**config.mk**
```make
export PLATFORM = sky130hd
export DESIGN_NAME = iob_fp_mul_arbiter_flat
export DESIGN_NICKNAME = d
export VERILOG_FILES = /design/src/rtl/iob_fp_mul_arbiter_pkg.sv /design/src/rtl/iob_fp_mul_arbiter_if.sv /design/src/rtl/iob_rr_arbiter.sv /design/src/rtl/iob_fp_mul_arbiter.sv /design/src/flat_wrapper.sv
export SDC_FILE = /design/constraint.sdc
export NUM_CORES = 1
export LEC_CHECK = 0
export ABC_AREA = 1
export BUFFER_PORTS_ARGS = -buffer_cell sky130_fd_sc_hd__buf_4
export CAP_MARGIN = 20
export CORE_AREA = 8 8 153 155
export DETAILED_ROUTE_END_ITERATION = 6
export DIE_AREA = 0 0 161 163
export PLACE_DENSITY_LB_ADDON = 0.12
export SLEW_MARGIN = 20
export SYNTH_ARGS = -nofsm -noshare
export SYNTH_HDL_FRONTEND = slang
export SYNTH_SLANG_ARGS = --single-unit
```
**constraint.sdc**
```tcl
create_clock -name clk_i -period 4 [get_ports clk_i]
set_input_delay 1 -clock clk_i [delete_from_list [all_inputs] [get_ports clk_i]]
set_output_delay 1 -clock clk_i [all_outputs]
set_load 0.005 [all_outputs]
```
**src/rtl/iob_fp_mul_arbiter_pkg.sv**
```systemverilog
// Shared types and helpers for the round-robin multiplier arbiter.
package iob_fp_mul_arbiter_pkg;

  typedef enum logic [1:0] {
    IDLE  = 2'd0,
    START = 2'd1,
    WAIT  = 2'd2,
    RESP  = 2'd3
  } arb_state_e;

  function automatic int calc_id_w(input int n);
    return (n > 1) ? $clog2(n) : 1;
  endfunction

  localparam int N_REQ_DEF = 4;
  localparam int ID_W_DEF  = calc_id_w(N_REQ_DEF);

endpackage

```
**src/rtl/iob_fp_mul_arbiter_if.sv**
```systemverilog
// Requester and multiplier bus of the arbiter; slave = arbiter view, master = environment view.
interface iob_fp_mul_arbiter_if #(
  parameter int N_REQ  = 4,
  parameter int DATA_W = 32
);
  logic [N_REQ-1:0]        req_valid_i;
  logic [N_REQ*DATA_W-1:0] req_op_a_i;
  logic [N_REQ*DATA_W-1:0] req_op_b_i;
  logic [N_REQ-1:0]        req_ready_o;
  logic [N_REQ-1:0]        rsp_valid_o;
  logic [DATA_W-1:0]       rsp_res_o;
  logic                    rsp_overflow_o;
  logic                    rsp_underflow_o;
  logic                    rsp_exception_o;
  logic                    rsp_timeout_o;
  logic                    busy_o;
  logic                    mul_start_o;
  logic [DATA_W-1:0]       mul_op_a_o;
  logic [DATA_W-1:0]       mul_op_b_o;
  logic                    mul_done_i;
  logic [DATA_W-1:0]       mul_res_i;
  logic                    mul_overflow_i;
  logic                    mul_underflow_i;
  logic                    mul_exception_i;

  modport slave (
    input  req_valid_i, req_op_a_i, req_op_b_i,
    input  mul_done_i, mul_res_i, mul_overflow_i, mul_underflow_i, mul_exception_i,
    output req_ready_o, rsp_valid_o, rsp_res_o, rsp_overflow_o, rsp_underflow_o,
    output rsp_exception_o, rsp_timeout_o, busy_o, mul_start_o, mul_op_a_o, mul_op_b_o
  );

  modport master (
    output req_valid_i, req_op_a_i, req_op_b_i,
    output mul_done_i, mul_res_i, mul_overflow_i, mul_underflow_i, mul_exception_i,
    input  req_ready_o, rsp_valid_o, rsp_res_o, rsp_overflow_o, rsp_underflow_o,
    input  rsp_exception_o, rsp_timeout_o, busy_o, mul_start_o, mul_op_a_o, mul_op_b_o
  );
endinterface

```
**src/rtl/iob_rr_arbiter.sv**
```systemverilog
// Combinational round-robin pick: first request at or above the pointer, wrapping at N_REQ-1.
module iob_rr_arbiter
  import iob_fp_mul_arbiter_pkg::*;
#(
  parameter int N_REQ = 4,
  parameter int ID_W  = calc_id_w(N_REQ)
) (
  input  logic [N_REQ-1:0] i_req,
  input  logic [ID_W-1:0]  i_ptr,
  output logic [N_REQ-1:0] o_gnt,
  output logic [ID_W-1:0]  o_id,
  output logic             o_any
);

  logic [ID_W:0]   w_sum;
  logic [ID_W-1:0] w_idx;
  logic            w_found;

  // Wrap is a subtract rather than a mask so non-power-of-two N_REQ never indexes a missing bit
  always_comb begin
    o_gnt   = '0;
    o_id    = '0;
    w_found = 1'b0;
    w_sum   = '0;
    w_idx   = '0;
    for (int i = 0; i < N_REQ; i++) begin
      w_sum = {1'b0, i_ptr} + (ID_W+1)'(i);
      w_idx = (w_sum >= (ID_W+1)'(N_REQ)) ? ID_W'(w_sum - (ID_W+1)'(N_REQ)) : w_sum[ID_W-1:0];
      if (!w_found && i_req[w_idx]) begin
        w_found      = 1'b1;
        o_gnt[w_idx] = 1'b1;
        o_id         = w_idx;
      end
    end
  end

  assign o_any = w_found;

endmodule

```
**src/rtl/iob_fp_mul_arbiter.sv**
```systemverilog
// Shares one multi-cycle FP multiplier between N_REQ requesters with round-robin grant and a watchdog.
module iob_fp_mul_arbiter
  import iob_fp_mul_arbiter_pkg::*;
#(
  parameter int N_REQ     = 4,
  parameter int DATA_W    = 32,
  parameter int TIMEOUT_W = 8
) (
  input logic                clk_i,
  input logic                rst_i,
  iob_fp_mul_arbiter_if.slave bus
);

  localparam int ID_W = calc_id_w(N_REQ);
  // Last WAIT cycle before timeout: counter value 2**TIMEOUT_W-2 marks the (2**TIMEOUT_W-1)th cycle
  localparam logic [TIMEOUT_W-1:0] WDOG_LAST = TIMEOUT_W'((1 << TIMEOUT_W) - 2);

  arb_state_e          r_state, w_state_nxt;
  logic [ID_W-1:0]     r_ptr, r_id, w_gnt_id;
  logic [N_REQ-1:0]    w_gnt;
  logic                w_any, w_wdog_sat;
  logic [TIMEOUT_W-1:0] r_wdog;
  logic [DATA_W-1:0]   r_op_a, r_op_b, r_res, w_sel_a, w_sel_b;
  logic                r_ov, r_un, r_ex, r_to;

  iob_rr_arbiter #(.N_REQ(N_REQ), .ID_W(ID_W)) u_rr (
    .i_req (bus.req_valid_i),
    .i_ptr (r_ptr),
    .o_gnt (w_gnt),
    .o_id  (w_gnt_id),
    .o_any (w_any)
  );

  assign w_wdog_sat = (r_wdog == WDOG_LAST);

  always_comb begin
    w_sel_a = '0;
    w_sel_b = '0;
    for (int k = 0; k < N_REQ; k++) begin
      if (w_gnt[k]) begin
        w_sel_a = bus.req_op_a_i[k*DATA_W +: DATA_W];
        w_sel_b = bus.req_op_b_i[k*DATA_W +: DATA_W];
      end
    end
  end

  always_ff @(posedge clk_i or posedge rst_i) begin
    if (rst_i) r_state <= IDLE;
    else       r_state <= w_state_nxt;
  end

  // mul_done_i is only looked at in WAIT; it may still be high from the previous job during START
  always_comb begin
    w_state_nxt     = r_state;
    bus.req_ready_o = '0;
    bus.rsp_valid_o = '0;
    bus.mul_start_o = 1'b0;
    bus.busy_o      = (r_state != IDLE);
    case (r_state)
      IDLE: begin
        bus.req_ready_o = w_gnt;
        if (w_any) w_state_nxt = START;
      end
      START: begin
        bus.mul_start_o = 1'b1;
        w_state_nxt     = WAIT;
      end
      WAIT: if (bus.mul_done_i || w_wdog_sat) w_state_nxt = RESP;
      RESP: begin
        bus.rsp_valid_o = N_REQ'(1) << r_id;
        w_state_nxt     = IDLE;
      end
      default: w_state_nxt = IDLE;
    endcase
  end

  always_ff @(posedge clk_i or posedge rst_i) begin
    if (rst_i) begin
      r_ptr  <= '0;
      r_id   <= '0;
      r_wdog <= '0;
      r_op_a <= '0;
      r_op_b <= '0;
      r_res  <= '0;
      r_ov   <= 1'b0;
      r_un   <= 1'b0;
      r_ex   <= 1'b0;
      r_to   <= 1'b0;
    end else begin
      case (r_state)
        IDLE: if (w_any) begin
          r_op_a <= w_sel_a;
          r_op_b <= w_sel_b;
          r_id   <= w_gnt_id;
          r_ptr  <= (w_gnt_id == ID_W'(N_REQ-1)) ? '0 : w_gnt_id + ID_W'(1);
        end
        START: r_wdog <= '0;
        WAIT: begin
          r_wdog <= r_wdog + TIMEOUT_W'(1);
          if (bus.mul_done_i) begin
            r_res <= bus.mul_res_i;
            r_ov  <= bus.mul_overflow_i;
            r_un  <= bus.mul_underflow_i;
            r_ex  <= bus.mul_exception_i;
            r_to  <= 1'b0;
          end else if (w_wdog_sat) begin
            r_res <= '0;
            r_ov  <= 1'b0;
            r_un  <= 1'b0;
            r_ex  <= 1'b0;
            r_to  <= 1'b1;
          end
        end
        default: ;
      endcase
    end
  end

  assign bus.mul_op_a_o      = r_op_a;
  assign bus.mul_op_b_o      = r_op_b;
  assign bus.rsp_res_o       = r_res;
  assign bus.rsp_overflow_o  = r_ov;
  assign bus.rsp_underflow_o = r_un;
  assign bus.rsp_exception_o = r_ex;
  assign bus.rsp_timeout_o   = r_to;

endmodule

```
**src/flat_wrapper.sv**
```systemverilog
// flat-port wrapper written by rule: the top's interface ports become plain ports
module iob_fp_mul_arbiter_flat import iob_fp_mul_arbiter_pkg::*;
#(
  parameter int N_REQ     = 4,
  parameter int DATA_W    = 32,
  parameter int TIMEOUT_W = 8
)
  (clk_i, rst_i, bus_req_valid_i, bus_req_op_a_i, bus_req_op_b_i, bus_mul_done_i, bus_mul_res_i, bus_mul_overflow_i, bus_mul_underflow_i, bus_mul_exception_i, bus_req_ready_o, bus_rsp_valid_o, bus_rsp_res_o, bus_rsp_overflow_o, bus_rsp_underflow_o, bus_rsp_exception_o, bus_rsp_timeout_o, bus_busy_o, bus_mul_start_o, bus_mul_op_a_o, bus_mul_op_b_o);
  iob_fp_mul_arbiter_if #(.N_REQ(N_REQ), .DATA_W(DATA_W)) bus_i ();
  input logic clk_i;
  input logic rst_i;
  input wire logic [$bits(bus_i.req_valid_i)-1:0] bus_req_valid_i;
  input wire logic [$bits(bus_i.req_op_a_i)-1:0] bus_req_op_a_i;
  input wire logic [$bits(bus_i.req_op_b_i)-1:0] bus_req_op_b_i;
  input wire logic [$bits(bus_i.mul_done_i)-1:0] bus_mul_done_i;
  input wire logic [$bits(bus_i.mul_res_i)-1:0] bus_mul_res_i;
  input wire logic [$bits(bus_i.mul_overflow_i)-1:0] bus_mul_overflow_i;
  input wire logic [$bits(bus_i.mul_underflow_i)-1:0] bus_mul_underflow_i;
  input wire logic [$bits(bus_i.mul_exception_i)-1:0] bus_mul_exception_i;
  output wire logic [$bits(bus_i.req_ready_o)-1:0] bus_req_ready_o;
  output wire logic [$bits(bus_i.rsp_valid_o)-1:0] bus_rsp_valid_o;
  output wire logic [$bits(bus_i.rsp_res_o)-1:0] bus_rsp_res_o;
  output wire logic [$bits(bus_i.rsp_overflow_o)-1:0] bus_rsp_overflow_o;
  output wire logic [$bits(bus_i.rsp_underflow_o)-1:0] bus_rsp_underflow_o;
  output wire logic [$bits(bus_i.rsp_exception_o)-1:0] bus_rsp_exception_o;
  output wire logic [$bits(bus_i.rsp_timeout_o)-1:0] bus_rsp_timeout_o;
  output wire logic [$bits(bus_i.busy_o)-1:0] bus_busy_o;
  output wire logic [$bits(bus_i.mul_start_o)-1:0] bus_mul_start_o;
  output wire logic [$bits(bus_i.mul_op_a_o)-1:0] bus_mul_op_a_o;
  output wire logic [$bits(bus_i.mul_op_b_o)-1:0] bus_mul_op_b_o;
  assign bus_i.req_valid_i = bus_req_valid_i;
  assign bus_i.req_op_a_i = bus_req_op_a_i;
  assign bus_i.req_op_b_i = bus_req_op_b_i;
  assign bus_i.mul_done_i = bus_mul_done_i;
  assign bus_i.mul_res_i = bus_mul_res_i;
  assign bus_i.mul_overflow_i = bus_mul_overflow_i;
  assign bus_i.mul_underflow_i = bus_mul_underflow_i;
  assign bus_i.mul_exception_i = bus_mul_exception_i;
  assign bus_req_ready_o = bus_i.req_ready_o;
  assign bus_rsp_valid_o = bus_i.rsp_valid_o;
  assign bus_rsp_res_o = bus_i.rsp_res_o;
  assign bus_rsp_overflow_o = bus_i.rsp_overflow_o;
  assign bus_rsp_underflow_o = bus_i.rsp_underflow_o;
  assign bus_rsp_exception_o = bus_i.rsp_exception_o;
  assign bus_rsp_timeout_o = bus_i.rsp_timeout_o;
  assign bus_busy_o = bus_i.busy_o;
  assign bus_mul_start_o = bus_i.mul_start_o;
  assign bus_mul_op_a_o = bus_i.mul_op_a_o;
  assign bus_mul_op_b_o = bus_i.mul_op_b_o;
  iob_fp_mul_arbiter #(.N_REQ(N_REQ), .DATA_W(DATA_W), .TIMEOUT_W(TIMEOUT_W)) u_core (.clk_i(clk_i), .rst_i(rst_i), .bus(bus_i));
endmodule
```
## Yosys cells after proc, flatten, opt, wreduce, memory -nomap -nowiden

Index checks and enable logic that the tools add are counted.

- Input bits: 298
- Output and inout bits: 110
- Flip-flop bits (word level): 114
- Logic and storage cells: 117

- Equal/unequal tests: 7
- Reduce and logical (&&, ||, !) cells: 18
- Shift-type cells: 1
- Add/subtract/negate cells: 9
- Multiplexer cells: 56
- Magnitude comparators: 12
- Bitwise operators: 3

Operators with widths:

| kind | number |
|---|---|
| 32-bit 2-to-1 mux | 10 |
| 4-bit 2-to-1 mux | 6 |
| 2-bit 2-to-1 mux | 11 |
| 1-bit 2-to-1 mux | 19 |
| 8-bit case mux with 2 select lines | 1 |
| 2-bit by 3-bit < comparator with 1-bit output, second input constant | 4 |
| 4-bit OR | 3 |
| 3-bit greater-or-equal comparator, second input constant | 3 |
| 8-bit by 1-bit adder with 8-bit output, second input constant | 1 |
| 1-bit binary-select mux with 2-bit select | 4 |
| 1-bit demux with 2-bit select | 4 |
| 8-bit equality test, second input constant | 1 |
| 2-bit by 1-bit greater-or-equal comparator with 1-bit output, second input constant | 4 |
| 2-bit case mux with 4 select lines | 1 |
| 2-bit by 1-bit subtractor with 2-bit output, second input constant | 4 |
| 1-bit logical AND | 7 |
| 2-bit by 2-bit adder with 3-bit output, second input constant | 2 |
| 2-bit equality test, second input constant | 3 |
| 2-bit AND reduction | 3 |
| 2-bit nonzero test | 3 |
| 1-bit by 2-bit left shift with 4-bit output, first input constant | 1 |
| 2-bit by 1-bit adder with 3-bit output, second input constant | 1 |
| 2-bit by 3-bit greater-or-equal comparator with 1-bit output, second input constant | 1 |
| 1-bit zero test | 3 |
| other kinds (6) | 6 |

## Logic depth before layout (Yosys ltp)

Gate-level depths: netlist (run 1).

- Word-level depth: 18
- Gate-level depth with buffers: 18
- Gate-level depth less buffers: 15

## Hierarchy

Synthesis (run 1) repeated with hierarchy kept, for this count alone.

- Cells, all modules: 1,038
- Area, all modules: 7,303.3 µm²

Modules (own cells, without submodules):

| module | cells an instance | times used | seq. area each (µm²) | area an instance (µm²) |
|---|---|---|---|---|
| iob_fp_mul_arbiter | 964 | 1 | 2,852.7 | 6,862.8 |
| iob_rr_arbiter | 74 | 1 | 0.0 | 440.4 |

## Least setup slack after synthesis (run 1)

OpenSTA, ideal clock, no wires.

- Path kind: input -> output
- Start: input port bus_req_valid_i[3]
- End: output port bus_req_ready_o[3]
- Arrival: 2,168 ps
- Setup slack: 832 ps
- Stages on the path: 13
- Data required time: 3,000 ps
- Path buffers: 2
- Path through: inv_1 -> nand2_1 -> nand3_2 -> nand2_2 -> inv_2 -> nand2_2 -> nor2_4 -> nand2_1 -> o21ai_2 -> buf_4 -> buf_4 -> nand2_1 -> inv_1

- Cells in the longest elaborated chain, start to end: 13
- Elaborated cells between the ends (all ways): 25
- Classes of those cells: mux: 16; bitwise: 3; reduce/logical: 6

RTL lines:

| what | RTL line | text |
|---|---|---|
| start, declared | flat_wrapper.sv:12 | `input wire logic [$bits(bus_i.req_valid_i)-1:0] bus_req_valid_i;` |
| 1-bit binary-select mux with 2-bit select | iob_rr_arbiter.sv:29 | `if (!w_found && i_req[w_idx]) begin` |
| 1-bit 2-to-1 mux (implied by the code) | iob_rr_arbiter.sv:29 |  |
| 1-bit 2-to-1 mux | iob_rr_arbiter.sv:29 |  |
| 1-bit zero test | iob_rr_arbiter.sv:29 |  |
| 1-bit logical AND | iob_rr_arbiter.sv:29 |  |
| 1-bit 2-to-1 mux | iob_rr_arbiter.sv:29 |  |
| 1-bit zero test | iob_rr_arbiter.sv:29 |  |
| 1-bit logical AND | iob_rr_arbiter.sv:29 |  |
| 1-bit 2-to-1 mux | iob_rr_arbiter.sv:29 |  |
| 1-bit zero test | iob_rr_arbiter.sv:29 |  |
| 1-bit logical AND | iob_rr_arbiter.sv:29 |  |
| 4-bit 2-to-1 mux * | iob_rr_arbiter.sv:29 |  |
| 4-bit 2-to-1 mux * | iob_fp_mul_arbiter.sv:59 | `case (r_state)` |
| end, declared | flat_wrapper.sv:20 | `output wire logic [$bits(bus_i.req_ready_o)-1:0] bus_req_ready_o;` |

Every way passes the cells marked *; elsewhere a longest branch is shown, timed or not. The select of a mux whose other input is x is not followed.

==> results of run 1 <==
-- cell type report --
class / instances / area [sq um]
clock buffer: 18 / 429
multi-input combinational: 879 / 3870
inverter: 163 / 618
timing repair buffer: 418 / 3200
clock inverter: 14 / 155
fill: 2097 / 9340
sequential: 114 / 2850
antenna: 2 / 5.00
tap: 275 / 344
-- cells by family (layout without fill, tap and decap cells) --
kind of cell,after synthesis,after routing,synth area share [%]
and+or+nand+nor,648,648,33.1
buffers and inverters,238,613,13.4
AOI/OAI and AO/OA,216,216,14.3
DFF,114,114,36.9
adders and majority gates,13,13,2.10
xor gates and xnor gates,2,2,0.227
other,0,2,0
-- power breakdown --
| group | internal [mW] | switching [mW] | total, mW |
|---|---|---|---|
| registers | 1.70 | 0.330 | 2.03 |
| clock network | 0.924 | 0.583 | 1.51 |
| logic | 2.76 | 4.55 | 7.31 |
-- state kept, by name, summed over array words and instances (netlist names), named ones only --
register and count:
u_core.bus.mul_op_a_o 32, u_core.bus.mul_op_b_o 32, u_core.bus.rsp_res_o 32, u_core.r_wdog 8, u_core.r_id 2, u_core.r_state 2, u_core.bus.rsp_exception_o 1, u_core.bus.rsp_overflow_o 1
u_core.bus.rsp_timeout_o 1, u_core.bus.rsp_underflow_o 1, u_core.r_ptr 1
-- critical path: cells and delay by family (launching register included) --
kind,cells,cell delay (ns)
flip-flops,1,0.62
buffers and inverters,4,0.43
AND/OR/NAND/NOR,6,0.60
AO/OA/AOI/OAI,1,0.18
adder cells (fa/ha/maj),1,0.36
-- worst max path at each step --
stage                                   from                  to  slack, ns  depth (start not counted)
after global routing                register  bus_req_ready_o[3]       0.18                         12
final                               register  bus_req_ready_o[3]       0.39                         12
after CTS                           register  bus_req_ready_o[3]       0.37                         12
after global placement    bus_req_valid_i[3]  bus_req_ready_o[3]       0.76                         13
after detailed placement  bus_req_valid_i[1]  bus_req_ready_o[3]       0.71                         13
after floorplan           bus_req_valid_i[3]  bus_req_ready_o[3]       0.83                         13
-- cells in the mapped netlist (2+ instances only) --
cell,number
ha_1,13
buf_2,42
nand2_1,565
buf_6,8
nor2_2,2
a31oi_1,3
nand3_2,3
dfrtp_1,114
nor2_1,13
nand2_2,6
inv_2,6
buf_4,7
nand4_1,3
nand3_1,44
xor2_1,2
nor3b_1,2
o21ai_0,8
inv_1,156
clkbuf_1,18
a21oi_1,198
nor3_1,8
-- metal layers --
metal	part of all wire, %	track usage, %	vias up
met5	0.028	0	-
met3	8.4	7.76	35
li1	-	-	4510
met1	41	27.9	3930
met4	2.1	7.41	2
met2	49	39.0	310
-- through the flow --
stage | area, sq um | utilization (%) | power (mW) | hold slack [ns]
after floorplan | 7740 | - | 7.12 | 0.465
after global routing | 11500 | 55.1 | 12.0 | 0.493
after global placement | 10900 | 52.3 | 9.29 | 0.456
after CTS | 11500 | 55.1 | 10.9 | 0.475
after detailed placement | 10900 | 52.3 | 9.37 | 0.460
final | 11500 | 55.1 | 10.8 | 0.472
==> flow_summary.toml, run 1 <==
[detailed_routing]
vias = 8787
wl_per_cell_um = 17.0
drc = 0
drtAntennaViolNets = 0
wl_um = 31900
dr.pass1.iters = 5
drt_iter0_drc = 588
via_per_inst = 4.67

[synthesis]
ys_top_cells_by_area = "dfrtp_1 (37%), nand2_1 (27%), a21oi_1 (13%)"
yosys.area.top_type = "dfrtp_1"
synth_nets = 1542
syn_inst = 1231
synthesis.area_sq_um = 7730
avgSynthCellArea_sq_um = 6.28
synthFlopType = "dfrtp_1"
synthArstFlopShare_pct = 100
synth-edff-count = 0
ys_types = 31
ys_ff_latch = 114
yosys_warnings = 0
seq_area_frac_synth_pct = 36.9
yosysTopAreaCellShare_pct = 36.9

[critical_path]
critPathMostFrequentCell = "nand2_1"
worst_setup_path_end_kind = "output pin"
arrival_ns = 2.61
timing.reg2reg.setup_slack_ns = 0.97
path_max_fanout = 12
crit_slowest_cell = "dfrtp_1"
max_stage_delay_ns = 0.62
rr_endpoint = "u_core.bus.mul_op_b_o[21]"
path_cells = "inv_4 -> ha_1 -> inv_1 -> nand3_1 -> nand2_1 -> nand2_2 -> nor2_4 -> nand2_1 -> o21ai_4 -> nand2_1 -> inv_1 -> buf_4"
startpoint_type = "register"
reg2regPathDepth = 15
required_ns = 3.00
crit_type = "register to output pin"

[sta]
max_freq_mhz = 277
maxSlewViolCount = 0
period_share_pct = 90.2
skew_ns = 0.0131
tightest_slew_ns = 0.941
tns_ns = 0
min_period_ns = 3.61
setup_viol = 0
hold_viol = 0
timing.slew.headroom_pct = 37.3
fin_ws_ns = 0.393
grt_setup_unrepaired = "false"

[hold_path]
worstHoldStart = "u_core.bus.rsp_res_o[7]"
hold_end = "u_core.bus.rsp_res_o[7]"
worstHoldPathCells = 2
min_path_type = "register to register"

[cells_and_area]
mostFrequentLayoutCells = "nand2_1 (565), buf_4 (413), a21oi_1 (198)"
final_common_cell = "nand2_1"
layout.cells.non_filler = 1883
num-nets-final = 1904
drive_above_1_share_pct = 29.5
area_growth_pct = 48.5

[clock_network]
clockBufferDepth = 2
ctsResizeCount = 0
post_cts_buffers = 0
cts_htree_levels = 4
postCtsHoldBufs = 0
tritoncts = "built"
cts_root_buffer = "clkbuf_16"
numCtsBuffers = 17
clock_sinks = 114
clkLatencyLatePin_ns = 0.41
cts.clk_slew.worst_paths_ns = 0.06

[floorplanning]
fp.dieH_um = 163
pin_count = 408
die_width_um = 161
rows = 53
fp.coreArea_sq_um = 20800
initial_core_util_pct = 37.1
fp.dieArea_sq_um = 26200

[power]
ir_drop_v = 0.000922
power_density_nw_per_um2 = 945
power.leakage_nw = 6.89

[place]
gp_congestion = 0.905
pre_cts_slack_ns = 0.707
dp.cells = 1849
dpl.hpwl_um = 24200
port_buffers = 407

[grt]
grt_pass1_wl_um = 48400
grt_start_max_net_pins = 129
antenna_found_initial = 1
grt_overflow = 0
grt_pass1_vias = 8497
track_usage_pct = 23.3

[job]
maxCapViolCount = 0

[outcome]
outcome = "finished, final reports clean"
Note: power is estimated with default switching activity, not from simulation.
==> run 2: changes to the inputs <==
--- a/config.mk
+++ b/config.mk
@@ -8,11 +8,14 @@
 export ABC_AREA = 1
 export BUFFER_PORTS_ARGS = -buffer_cell sky130_fd_sc_hd__buf_4
 export CAP_MARGIN = 20
-export CORE_AREA = 8 8 153 155
+export CELL_PAD_IN_SITES_DETAIL_PLACEMENT = 1
+export CELL_PAD_IN_SITES_GLOBAL_PLACEMENT = 1
+export CORE_MARGIN = 8
+export CORE_UTILIZATION = 27
 export DETAILED_ROUTE_END_ITERATION = 6
-export DIE_AREA = 0 0 161 163
 export PLACE_DENSITY_LB_ADDON = 0.12
 export SLEW_MARGIN = 20
 export SYNTH_ARGS = -nofsm -noshare
 export SYNTH_HDL_FRONTEND = slang
+export SYNTH_HIERARCHICAL = 1
 export SYNTH_SLANG_ARGS = --single-unit
==> run 2 against run 1 <==
  * Final cell count decreased by 6.4%
  * Count of clock-buffer cells in the layout decreased by 1
  * Global-route usage decreased by 2.4 points
  * Total power decreased by 5.2%
  * Highest routed layer unchanged
==> flow_summary.toml, run 2 <==
[outcome]
outcome = "finished, final reports clean"

[detailed_routing]
dr.pass1.iters = 5
wl_per_cell_um = 19.8
wl_met3_um = 3130
drt_iter0_drc = 379
wl_met1_um = 14300
top_layer_used = "met5"
vias = 8426
drc = 0
wl_um = 34900
wl_met2_um = 16800
drtAntennaViolNets = 0
via_per_inst = 4.78

[cells_and_area]
fin_area_sq_um = 11200
final_common_cell = "buf_4"
multi_input_area_sq_um = 3780
num-nets-final = 1718
regArea_sq_um = 2850
mostFrequentLayoutCells = "buf_4 (413), nand2_1 (335), a21oi_1 (140)"
area_growth_pct = 54.0
drive_above_1_share_pct = 34.1
fillers = 3382

[synthesis]
yosys.area.top_type = "dfrtp_1"
yosysTopAreaCellShare_pct = 39.1
avgSynthCellArea_sq_um = 7.04
synth_common_cells = "nand2_1 (335), a21oi_1 (140), dfrtp_1 (114)"
synth-compound-area-share_pct = 21.7
synth_most_common_cell = "nand2_1"
syn_inst = 1038
synthFlopType = "dfrtp_1"
seq_area_frac_synth_pct = 39.1
synth-adder-area-share_pct = 2.23
synth_simple_gate_area_share_pct = 27.1
yosys_warnings = 6
ys_top_cells_by_area = "dfrtp_1 (39%), nand2_1 (17%), a21oi_1 (9.6%)"
synth_top_family_by_area = "simple AND/OR/NAND/NOR gates"
ys_ff_latch = 114
synthMuxAreaShare_pct = 0.154
ys_types = 31
synthArstFlopShare_pct = 100
synth-edff-count = 0
synth_nets = 1349
synthesis.area_sq_um = 7300
yosys.area_share.xor_xnor_pct = 0

[sta]
fin_ws_ns = 0.312
grt_setup_unrepaired = "false"
hold_viol = 0
maxSlewViolCount = 0
skew_ns = 0.0122
min_period_ns = 3.69
setup_viol = 0
tightest_slew_ns = 0.855
timing.slew.headroom_pct = 42.9
tns_ns = 0
period_share_pct = 92.2
max_freq_mhz = 271

[place]
port_buffers = 407
place_area_sq_um = 10700
gp_congestion = 0.855
pre_cts_slack_ns = 0.666
dpl.hpwl_um = 25900

[power]
pwr-share-clk_pct = 15.0
power.leakage_nw = 6.46
p_sw_share_pct = 49.1
power_frac_seq_pct = 19.5
p_comb_share_pct = 65.5
power_density_nw_per_um2 = 914
p_int_mw = 5.23
p_sw_mw = 5.05
ir_drop_v = 0.000685
p_total_mw = 10.3

[clock_network]
postCtsHoldBufs = 0
cts_htree_levels = 4
numCtsBuffers = 17
clockBufferDepth = 2
clock_sinks = 114
tritoncts = "built"
post_cts_buffers = 0
clkLatencyLatePin_ns = 0.41
cts_root_buffer = "clkbuf_16"
ctsResizeCount = 0
cts.clk_slew.worst_paths_ns = 0.06

[floorplanning]
initial_core_util_pct = 27.3
rows = 60
fp.dieH_um = 180
die_width_um = 180
fp.coreArea_sq_um = 26700
fp.dieArea_sq_um = 32600
pin_count = 408

[grt]
track_usage_pct = 20.9
antenna_found_initial = 1
grt_pass1_wl_um = 53600
grt_pass1_vias = 8884
grt_start_max_net_pins = 129
grt_overflow = 0

[critical_path]
startpoint_type = "register"
arrival_ns = 2.69
path_max_fanout = 10
required_ns = 3.00
worst_setup_path_end_kind = "output pin"
crit_type = "register to output pin"

[hold_path]
min_path_type = "register to register"

[job]
maxCapViolCount = 0
## run 2: changes by cell type in the layout (fill, tap and decap cells not counted), sizes merged, moves of 4 or more
cell	before	now
a21boi	1	5
inv	165	95
nor3	8	4
o21ai	9	67
nand4	3	8
nand2	571	352
a21oi	199	141
nand3	47	86
a21o	0	64
## run 2: cell type report
type                       instances  area share (%)
multi-input combinational        760            33.6
timing repair buffer             420            28.8
sequential                       114            25.4
tap                              341            3.79
clock buffer                      17            3.78
inverter                          94            3.17
clock inverter                    15            1.42
antenna                            1          0.0222
## run 2: kinds of logic after synthesis
logic type | after synthesis
and+or+nand+nor | 467
AOI/OAI and AO/OA | 279
buffers and inverters | 164
DFF | 114
adders and majority gates | 13
muxes | 1
## run 2: per-stage QoR
stage | hold WS (ns) | instances | utilization, %
2_1_floorplan | 0.465 | 1038 | -
3_3_place_gp | 0.454 | 1729 | 39.9
3_5_place_dp | 0.459 | 1729 | 39.9
4_1_cts | 0.474 | 1761 | 42.1
5_1_grt | 0.493 | 1761 | 42.1
6_report | 0.471 | 1762 | 42.1
## run 2: worst max-delay path: stages, from the launching register on
cell and delay [ns]:
dfrtp_1 0.55, inv_2 0.19, ha_1 0.40, inv_1 0.11, nand3_1 0.09, nand2_1 0.06, nor2_1 0.32, a21oi_1 0.18
nand3_4 0.13, nand2_1 0.07, inv_1 0.07, buf_4 0.10
## run 2: worst paths after layout
check,from,end,slack [ns],depth (start not counted)
max in group asynchronous,rst_i,u_core/bus.mul_op_b_o[11],2.35,3
worst min-delay path,u_core/bus.rsp_res_o[17],u_core/bus.rsp_res_o[17],0.47,2
worst min register to register,u_core/bus.rsp_res_o[17],u_core/bus.rsp_res_o[17],0.47,2
min in group asynchronous,rst_i,u_core/bus.rsp_exception_o,0.76,2
worst max-delay path,u_core/r_ptr[0],bus_req_ready_o[1],0.31,11
worst max register to register,u_core/r_ptr[0],u_core/bus.mul_op_a_o[18],0.80,12
## run 2: metal layers
| layer | vias to the layer above | GRT usage (%) |
|---|---|---|
| met3 | 30 | 7.42 |
| li1 | 4115 | - |
| met4 | 2 | 5.65 |
| met5 | - | 0 |
| met1 | 3995 | 24.7 |
| met2 | 284 | 35.4 |
## run 2: power by group through the flow
stage                     combinational, mW  clock (mW)  sequential [mW]
after floorplan                        4.23           0             2.02
final                                  6.73        1.55             2.01
after global routing                   7.55        1.64             2.08
after global placement                 6.72           0             2.01
after detailed placement               6.83           0             2.02
after CTS                              6.87        1.59             2.01
==> run 3: changes to the inputs <==
==> constraint.sdc (replaced) <==
create_clock -name clk_i -period 4 [get_ports clk_i]
set_input_delay 0.4 -clock clk_i [delete_from_list [all_inputs] [get_ports clk_i]]
set_output_delay 0.4 -clock clk_i [all_outputs]
set_load 0.005 [all_outputs]
==> run 3 against run 2 <==
  * Wire length is 0.21% higher
  * Setup slack improved by 0.15 ns
  * Combinational power decreased by 2%
  * Non-clock buffer count rose by 1
  * Register-to-register slack worse by 0.16 ns
  * Clock power increased by 8%
  * Design area up 0.37%
  * Critical path type unchanged
  * Highest routed layer unchanged
==> flow_summary.toml, run 3 (synthesized netlist as in run 2, its figures left out) <==
[outcome]
outcome = "finished, final reports clean"

[detailed_routing]
drtAntennaViolNets = 0
vias = 8499
dr.pass1.iters = 4
drc = 0
wl_um = 34900
wl_per_cell_um = 19.8
via_per_inst = 4.82
drt_iter0_drc = 316

[grt]
grt_pass1_vias = 9174
track_usage_pct = 20.9
antenna_found_initial = 1
grt_overflow = 0
grt_pass1_wl_um = 54100
grt_start_max_net_pins = 77

[clock_network]
cts_root_buffer = "clkbuf_16"
tritoncts = "built"
clkLatencyLatePin_ns = 0.42
post_cts_buffers = 0
cts_htree_levels = 4
clock_sinks = 114
cts.clk_slew.worst_paths_ns = 0.06
numCtsBuffers = 17
clockBufferDepth = 2

[critical_path]
required_ns = 3.60
startpoint_type = "register"
path_max_fanout = 65
crit_slowest_cell = "dfrtp_1"
worst_setup_path_end_kind = "output pin"
cp_num_buf_inv = 5
max_stage_delay_ns = 0.54
arrival_ns = 3.13
crit_type = "register to output pin"
path_cells = "inv_2 -> ha_1 -> inv_1 -> nand3_1 -> nand2_1 -> nor2_1 -> a21oi_1 -> nand3_4 -> buf_6 -> nand2_1 -> inv_1 -> buf_4"
cp_top_family = "buffers and inverters"

[place]
place_area_sq_um = 10700
dpl.hpwl_um = 26600
dp.cells = 1730
gp_congestion = 0.805
port_buffers = 407

[cells_and_area]
multi_input_area_sq_um = 3780
area_growth_pct = 54.6
drive_above_1_share_pct = 34.1
num-nets-final = 1719
fillers = 3372
regArea_sq_um = 2850
fin_area_sq_um = 11300
layout.cells.non_filler = 1762
n_antenna_cell = 0
mostFrequentLayoutCells = "buf_4 (414), nand2_1 (335), a21oi_1 (140)"
final_common_cell = "buf_4"

[power]
power_density_nw_per_um2 = 912
ir_drop_v = 0.000738
power.leakage_nw = 6.48
p_total_mw = 10.3

[sta]
min_period_ns = 3.53
maxSlewViolCount = 0
timing.slew.headroom_pct = 42.4
skew_ns = 0.0121
period_share_pct = 88.4
tightest_slew_ns = 0.863
grt_setup_unrepaired = "false"
setup_viol = 0
hold_viol = 0
tns_ns = 0
max_freq_mhz = 283

[floorplanning]
pin_count = 408
fp.coreArea_sq_um = 26700
initial_core_util_pct = 27.3
die_width_um = 180
rows = 60
fp.dieH_um = 180
fp.dieArea_sq_um = 32600

[hold_path]
min_path_type = "input port to asynchronous set/reset pin"

[job]
maxCapViolCount = 0
[run 3: worst paths after layout]
check | from | end | slack (ns) | cells after the start
setup / recovery | u_core/r_ptr[0] | bus_req_ready_o[1] | 0.47 | 12
hold / removal | rst_i | u_core/bus.rsp_underflow_o | 0.15 | 2
setup reg to reg | u_core/r_ptr[0] | u_core/bus.mul_op_b_o[4] | 0.64 | 14
hold reg to reg | u_core/bus.rsp_res_o[15] | u_core/bus.rsp_res_o[15] | 0.48 | 2
max in group asynchronous | rst_i | u_core/bus.mul_op_b_o[22] | 3.03 | 3
min in group clk_i | bus_mul_overflow_i | u_core/bus.rsp_overflow_o | 0.18 | 3
[run 3: power breakdown]
part | internal (mW) | leakage (nW) | switching (mW)
registers | 1.69 | 1.44 | 0.334
logic | 2.60 | 4.74 | 3.99
clock network | 1.06 | 0.306 | 0.628
total | 5.35 | 6.48 | 4.95
[run 3: cell type report]
type | instances | area share [%]
multi-input combinational | 760 | 33.5
timing repair buffer | 421 | 28.7
sequential | 114 | 25.3
clock buffer | 18 | 3.80
tap | 341 | 3.78
inverter | 94 | 3.15
clock inverter | 14 | 1.80
[run 3: through the flow]
stage / setup slack, ns / utilization, % / hold WS (ns)
after floorplan: 0.584 / - / 0.465
after global placement: 0.747 / 39.9 / 0.455
after detailed placement: 0.647 / 39.9 / 0.464
after CTS: 0.249 / 42.2 / 0.162
after global routing: 0.139 / 42.2 / 0.170
final: 0.466 / 42.2 / 0.145
[run 3: timing repair]
| action | 4_1_cts | 5_1_grt |
|---|---|---|
| endpoints found under the hold margin | 0 | 0 |
| hold buffers | 0 | 0 |
| endpoints found under the setup margin | 0 | 1 |
| gates resized for setup | 0 | 1 |
[run 3: metal layers]
metal | routed length [um] | up-vias | part of all wire [%] | GRT usage [%]
met4 | 512 | 2 | 1.5 | 4.70
li1 | - | 4110 | - | -
met5 | 13 | - | 0.037 | 0
met3 | 3130 | 30 | 9.0 | 8.06
met1 | 14200 | 4059 | 41 | 24.1
met2 | 17100 | 298 | 49 | 36.2
